$ cat src/rtl/fp32_pkg.sv
// Shared FP32 definitions for the ALU floating-point blocks: field widths,
// exponent bias, special encodings and the divider FSM states.
package fp32_pkg;

   localparam int EXP_W = 8;
   localparam int MAN_W = 23;
   localparam int BIAS  = 127;

   // Magnitude encodings (sign bit is prepended by the user).
   localparam logic [EXP_W+MAN_W-1:0] INF_MAG  = {{EXP_W{1'b1}}, {MAN_W{1'b0}}};
   localparam logic [EXP_W+MAN_W-1:0] ZERO_MAG = '0;

   typedef enum logic [1:0] {
      S_IDLE = 2'd0,
      S_DIV  = 2'd1,
      S_NORM = 2'd2,
      S_DONE = 2'd3
   } state_e;

endpackage

$ cat src/rtl/fp32_div_step.sv
// One restoring-division iteration: subtract the divisor when it fits,
// emit the quotient bit and shift the partial remainder left.
module fp32_div_step (
   input  logic [24:0] rem_i,
   input  logic [23:0] man_b_i,
   output logic [24:0] rem_o,
   output logic        qbit_o
);

   logic [24:0] diff;

   // The remainder stays below 2*man_b, so the shifted result never loses a set bit.
   always_comb begin
      qbit_o = (rem_i >= {1'b0, man_b_i});
      diff   = qbit_o ? (rem_i - {1'b0, man_b_i}) : rem_i;
      rem_o  = diff << 1;
   end

endmodule

$ cat src/rtl/fp32_seq_divider.sv
// Iterative FP32 divider Q = A / B: 25 restoring steps, then normalise/pack.
// Truncating, denormals flushed to zero, one operation in flight at a time.
module fp32_seq_divider #(
   parameter int BIAS = fp32_pkg::BIAS
) (
   input  logic        clk,
   input  logic        rst,
   input  logic        in_valid,
   output logic        in_ready,
   input  logic [31:0] A,
   input  logic [31:0] B,
   output logic        out_valid,
   input  logic        out_ready,
   output logic [31:0] Output,
   output logic        dz,
   output logic        ovf,
   output logic        unf
);

   import fp32_pkg::*;

   localparam int         QBITS  = 25;
   localparam int         SIG_W  = MAN_W + 1;
   localparam logic [9:0] BIAS_W = 10'(BIAS);

   state_e                 state_q;
   logic                   sign_q;
   logic [EXP_W-1:0]       exp_a_q;
   logic [EXP_W-1:0]       exp_b_q;
   logic [SIG_W-1:0]       man_b_q;
   logic [QBITS-1:0]       rem_q;
   logic [QBITS-1:0]       quo_q;
   logic [4:0]             cnt_q;
   logic [31:0]            out_q;
   logic                   dz_q;
   logic                   ovf_q;
   logic                   unf_q;
   logic                   out_valid_q;
   logic                   in_ready_q;

   logic [QBITS-1:0]       rem_d;
   logic                   qbit_d;
   logic [9:0]             exp_d;
   logic [MAN_W-1:0]       mant_d;
   logic                   sign_d;

   fp32_div_step u_step (
      .rem_i   (rem_q),
      .man_b_i (man_b_q),
      .rem_o   (rem_d),
      .qbit_o  (qbit_d)
   );

   // Quotient lies in (0.5, 2): a clear top bit means one extra normalising shift.
   always_comb begin
      sign_d = A[31] ^ B[31];
      exp_d  = {2'b00, exp_a_q} - {2'b00, exp_b_q} + BIAS_W - {9'd0, ~quo_q[QBITS-1]};
      mant_d = quo_q[QBITS-1] ? quo_q[QBITS-2:1] : quo_q[QBITS-3:0];
   end

   always_ff @(posedge clk) begin
      if (rst) begin
         state_q     <= S_IDLE;
         sign_q      <= 1'b0;
         exp_a_q     <= '0;
         exp_b_q     <= '0;
         man_b_q     <= '0;
         rem_q       <= '0;
         quo_q       <= '0;
         cnt_q       <= '0;
         out_q       <= '0;
         dz_q        <= 1'b0;
         ovf_q       <= 1'b0;
         unf_q       <= 1'b0;
         out_valid_q <= 1'b0;
         in_ready_q  <= 1'b1;
      end else begin
         case (state_q)
            S_IDLE: begin
               if (in_valid) begin
                  sign_q     <= sign_d;
                  exp_a_q    <= A[30:23];
                  exp_b_q    <= B[30:23];
                  man_b_q    <= {1'b1, B[22:0]};
                  rem_q      <= {2'b01, A[22:0]};
                  quo_q      <= '0;
                  cnt_q      <= '0;
                  dz_q       <= 1'b0;
                  ovf_q      <= 1'b0;
                  unf_q      <= 1'b0;
                  in_ready_q <= 1'b0;
                  if (B[30:23] == '0) begin
                     out_q       <= {sign_d, INF_MAG};
                     dz_q        <= 1'b1;
                     out_valid_q <= 1'b1;
                     state_q     <= S_DONE;
                  end else if (A[30:23] == '0) begin
                     out_q       <= {sign_d, ZERO_MAG};
                     out_valid_q <= 1'b1;
                     state_q     <= S_DONE;
                  end else begin
                     state_q <= S_DIV;
                  end
               end
            end
            S_DIV: begin
               rem_q <= rem_d;
               quo_q <= {quo_q[QBITS-2:0], qbit_d};
               cnt_q <= cnt_q + 5'd1;
               if (cnt_q == 5'(QBITS - 1)) begin
                  state_q <= S_NORM;
               end
            end
            S_NORM: begin
               if ($signed(exp_d) >= 10'sd255) begin
                  out_q <= {sign_q, INF_MAG};
                  ovf_q <= 1'b1;
               end else if ($signed(exp_d) <= 10'sd0) begin
                  out_q <= {sign_q, ZERO_MAG};
                  unf_q <= 1'b1;
               end else begin
                  out_q <= {sign_q, exp_d[EXP_W-1:0], mant_d};
               end
               out_valid_q <= 1'b1;
               state_q     <= S_DONE;
            end
            S_DONE: begin
               if (out_ready) begin
                  out_valid_q <= 1'b0;
                  in_ready_q  <= 1'b1;
                  state_q     <= S_IDLE;
               end
            end
            default: state_q <= S_IDLE;
         endcase
      end
   end

   assign in_ready  = in_ready_q;
   assign out_valid = out_valid_q;
   assign Output    = out_q;
   assign dz        = dz_q;
   assign ovf       = ovf_q;
   assign unf       = unf_q;

endmodule

$ cat config.mk
export PLATFORM = sky130hd
export DESIGN_NAME = fp32_seq_divider
export DESIGN_NICKNAME = d
export VERILOG_FILES = /design/src/rtl/fp32_pkg.sv /design/src/rtl/fp32_div_step.sv /design/src/rtl/fp32_seq_divider.sv
export SDC_FILE = /design/constraint.sdc
export NUM_CORES = 1
export LEC_CHECK = 0
export BUFFER_PORTS_ARGS = -buffer_cell sky130_fd_sc_hd__buf_4
export CORE_MARGIN = 1
export CORE_UTILIZATION = 44
export DETAILED_ROUTE_END_ITERATION = 8
export PLACE_DENSITY_LB_ADDON = 0.15
export SYNTH_ARGS = -nofsm -noshare
export SYNTH_HDL_FRONTEND = slang
export SYNTH_HIERARCHICAL = 1
export SYNTH_SLANG_ARGS = --single-unit
$ cat constraint.sdc
create_clock -name clk -period 4.67 [get_ports clk]
set_input_delay 0.7005 -clock clk [delete_from_list [all_inputs] [get_ports clk]]
set_output_delay 0.7005 -clock clk [all_outputs]
set_load 0.05 [all_outputs]
==> out/metrics.csv <==
stage;metric;value;unit
cts;htreeDepth;4;
timing;clock_skew;13.2;ps
yosys;yosysWarnings;6;
finish;finalNetCount;1132;
setup_path;path_cells;inv_1 > ha_1 > inv_1 > fa_1 > a211oi_2 > nor3b_2 > o21a_1 > nor2_1 > xnor2_1 > inv_1 > ha_1 > nor2_1 > nor2_1 > o31a_1 > o31a_1 > o41ai_1 > or4_4 > o21ai_0;
setup_path;crit_type;reg -> reg;
yosys;async_reset_ff_share;0;%
setup_path;crit_slowest_cell;or4_4;
cts;post_cts_buffers;0;
floorplan;die_width;136;µm
global_routing;grt_pass1_wl;30000;µm
yosys;synth_cells;936;
floorplan;initial_core_util;45.3;%
floorplan;ios;105;
timing;setup_viol;0;
cts;clock_latency;420;ps
yosys;synth_area_per_cell;8.43;µm²
setup_path;crit_fanout;23;
floorplan;fp.dieH;136;µm
cts;cts-root-buf;clkbuf_16;
floorplan;core.rowCount;48;
finish;mostFrequentLayoutCell;dfxtp_1;
setup_path;cp_slowest_stage_delay;710;ps
cts;cts_tree;built;
timing;rsz0062_at_grt;no;
cts;cts-resized-gates;0;
route;wirelength;17600;µm
setup_path;startpoint_type;register;
floorplan;design.core.area;17400;µm²
setup_path;arrival;4590;ps
yosys;synth_cell_type_count;78;
yosys;synthesis.area;7890;µm²
yosys;synth_edf_count;0;
finish;diodes;0;
min_path;hp-class;reg -> reg;
place;gp_congestion;0.823;
finish;syn2layout_area_growth;18.6;%
power_and_ir_drop;vdd_drop_max;0.395;mV
timing;fmaxAchievable;0.235;GHz
global_routing;grt_util_met2;32.4;%
route;drc;0;
global_routing;track_usage;20.3;%
power_and_ir_drop;p_leak;3.73;nW
route;wl_per_cell;14.1;µm
global_routing;antenna_found_initial;0;
yosys;yosys_register_bits;135;
cts;clkTransAtPathRegs;60;ps
finish;mostFrequentLayoutCells;dfxtp_1, nand2_1, buf_4;
global_routing;busiest_layer;met2;
global_routing;use_met3;4.10;%
timing;worstMarginPinSlew;1180;ps
route;final_antenna_net_count;0;
timing;setup_tns;0;ps
global_routing;gr-total-overflow;0;
route;firstDrtPassIters;5;
timing;timing_hold_violations_final;0;
place;place_area;8800;µm²
timing;slew_headroom;19.6;%
cts;clock_path_buffers;2;
timing;fin_crit_sh;91.0;%
yosys;ys.flop_type;dfxtp_1;
power_and_ir_drop;p_per_area;835;nW/µm²
setup_path;crit_required;5010;ps
status;status;finished clean;
finish;nFillCells;1758;
route;vias;6650;
setup_path;worstSetupEndpointType;register;
job;maxCapViolCount;0;
timing;period_needed;4250;ps
finish;multi_input_area;4750;µm²
route;via_per_inst;5.30;
global_routing;grt_pass1_vias;6229;
yosys;synth_fp_nets;1051;
floorplan;dieArea;18500;µm²
route;drt_iter0_markers;315;
place;io_buffers;104;
finish;stdcell_area;9360;µm²
finish;ff_latch_area;2700;µm²
finish;drive_gt1_share;19.1;%
cts;clock-sinks;135;
global_routing;grtUsageMet1;27.5;%
cts;numCtsBuffers;17;
place;post-dp-hpwl;12700;µm
yosys;synth_seq_area_share;34.3;%
timing;slew_violations;0;
global_routing;grt_max_degree;62;
cts;cts_hold_buf;0;
-- sequential cells by signal, indices dropped and copies added, names as in the netlist, 2 cells and up --
signal   count
man_b_q     24
exp_a_q      8
cnt_q        5
rem_q       25
quo_q       25
exp_b_q      8
Output      32
state_q      2
-- worst max-delay path: cells and delay by family, from the launching register on --
| kind | cells | cell delay, ps |
|---|---|---|
| buffers and inverters | 3 | 160 |
| adders and majority gates | 3 | 920 |
| AOI/OAI and AO/OA | 6 | 1430 |
| xor gates and xnor gates | 1 | 160 |
| and+or+nand+nor | 5 | 1180 |
| DFF | 1 | 310 |
-- layer usage --
metal | up-vias | wire length [µm]
li1 | 3480 | -
met1 | 3065 | 8810
met2 | 94 | 8060
met3 | 11 | 620
met4 | 0 | 151
met5 | - | 0
-- Yosys cell counts, types with 4 or more instances --
cell type,instances,area (µm²)
dfxtp_1,135,2700
nand2_1,126,473
nor2_1,98,368
a21oi_1,66,330
inv_1,55,206
mux2i_1,51,510
ha_1,44,551
clkbuf_1,41,154
a211oi_1,37,278
a22oi_1,27,203
o21ai_2,20,175
o21ai_0,19,95.1
xor2_1,18,158
xnor2_1,14,123
a21o_1,12,90.1
mux2_1,11,124
nor3_1,11,55.1
o21a_1,10,75.1
a31oi_1,7,43.8
mux2_2,6,67.6
nand2b_1,6,37.5
nand3_1,6,30.0
and2_1,5,31.3
buf_6,5,56.3
mux2_4,5,75.1
nand4_1,5,31.3
nor2b_1,5,31.3
nor4_1,5,31.3
a211o_1,4,35.0
o31a_1,4,35.0
-- power breakdown --
part	switching (mW)	internal [mW]	leakage (nW)	total, mW
logic	2.83	2.18	2.35	5.01
registers	0.152	1.38	1.10	1.53
clock network	0.564	0.711	0.274	1.28
-- kinds of logic (layout without fill, tap and decap cells) --
group / count (synthesis) / after routing / share of synthesized area [%]
muxes: 73 / 73 / 9.85
xor gates and xnor gates: 33 / 33 / 3.76
buffers and inverters: 108 / 202 / 5.74
and+or+nand+nor: 290 / 290 / 16.1
other: 1 / 1 / 0.0475
DFF: 135 / 135 / 34.3
AOI/OAI and AO/OA: 249 / 249 / 22.5
adders and majority gates: 47 / 47 / 7.74
-- final cells by class --
class	count	share of cell area (%)
Multi-Input combinational cell	693	50.7
Inverter	55	2.21
Clock inverter	13	1.22
Clock buffer	19	4.73
Sequential cell	135	28.9
Timing Repair Buffer	115	9.23
Tap cell	225	3.01
-- per-stage QoR --
stage          setup slack [ps]  power [mW]  hold WS (ps)  instances  util, %
2_1_floorplan              1040        5.62           436        936        -
3_3_place_gp                565        6.50           437       1223     50.5
3_5_place_dp                458        6.54           445       1223     50.5
4_1_cts                     426        7.86           455       1255     53.7
5_1_grt                    61.7        8.49           465       1255     53.7
6_report                    420        7.82           453       1255     53.7
-- path summary, 6_finish.rpt --
check / start / end / slack (ps) / cells after the start
setup reg to reg: exp_a_q[0] / Output[8] / 420 / 18
hold reg to reg: exp_a_q[0] / exp_a_q[0] / 450 / 2
hold / removal: exp_a_q[0] / exp_a_q[0] / 450 / 2
setup / recovery: exp_a_q[0] / Output[8] / 420 / 18
(Power assumes the default switching activity.)
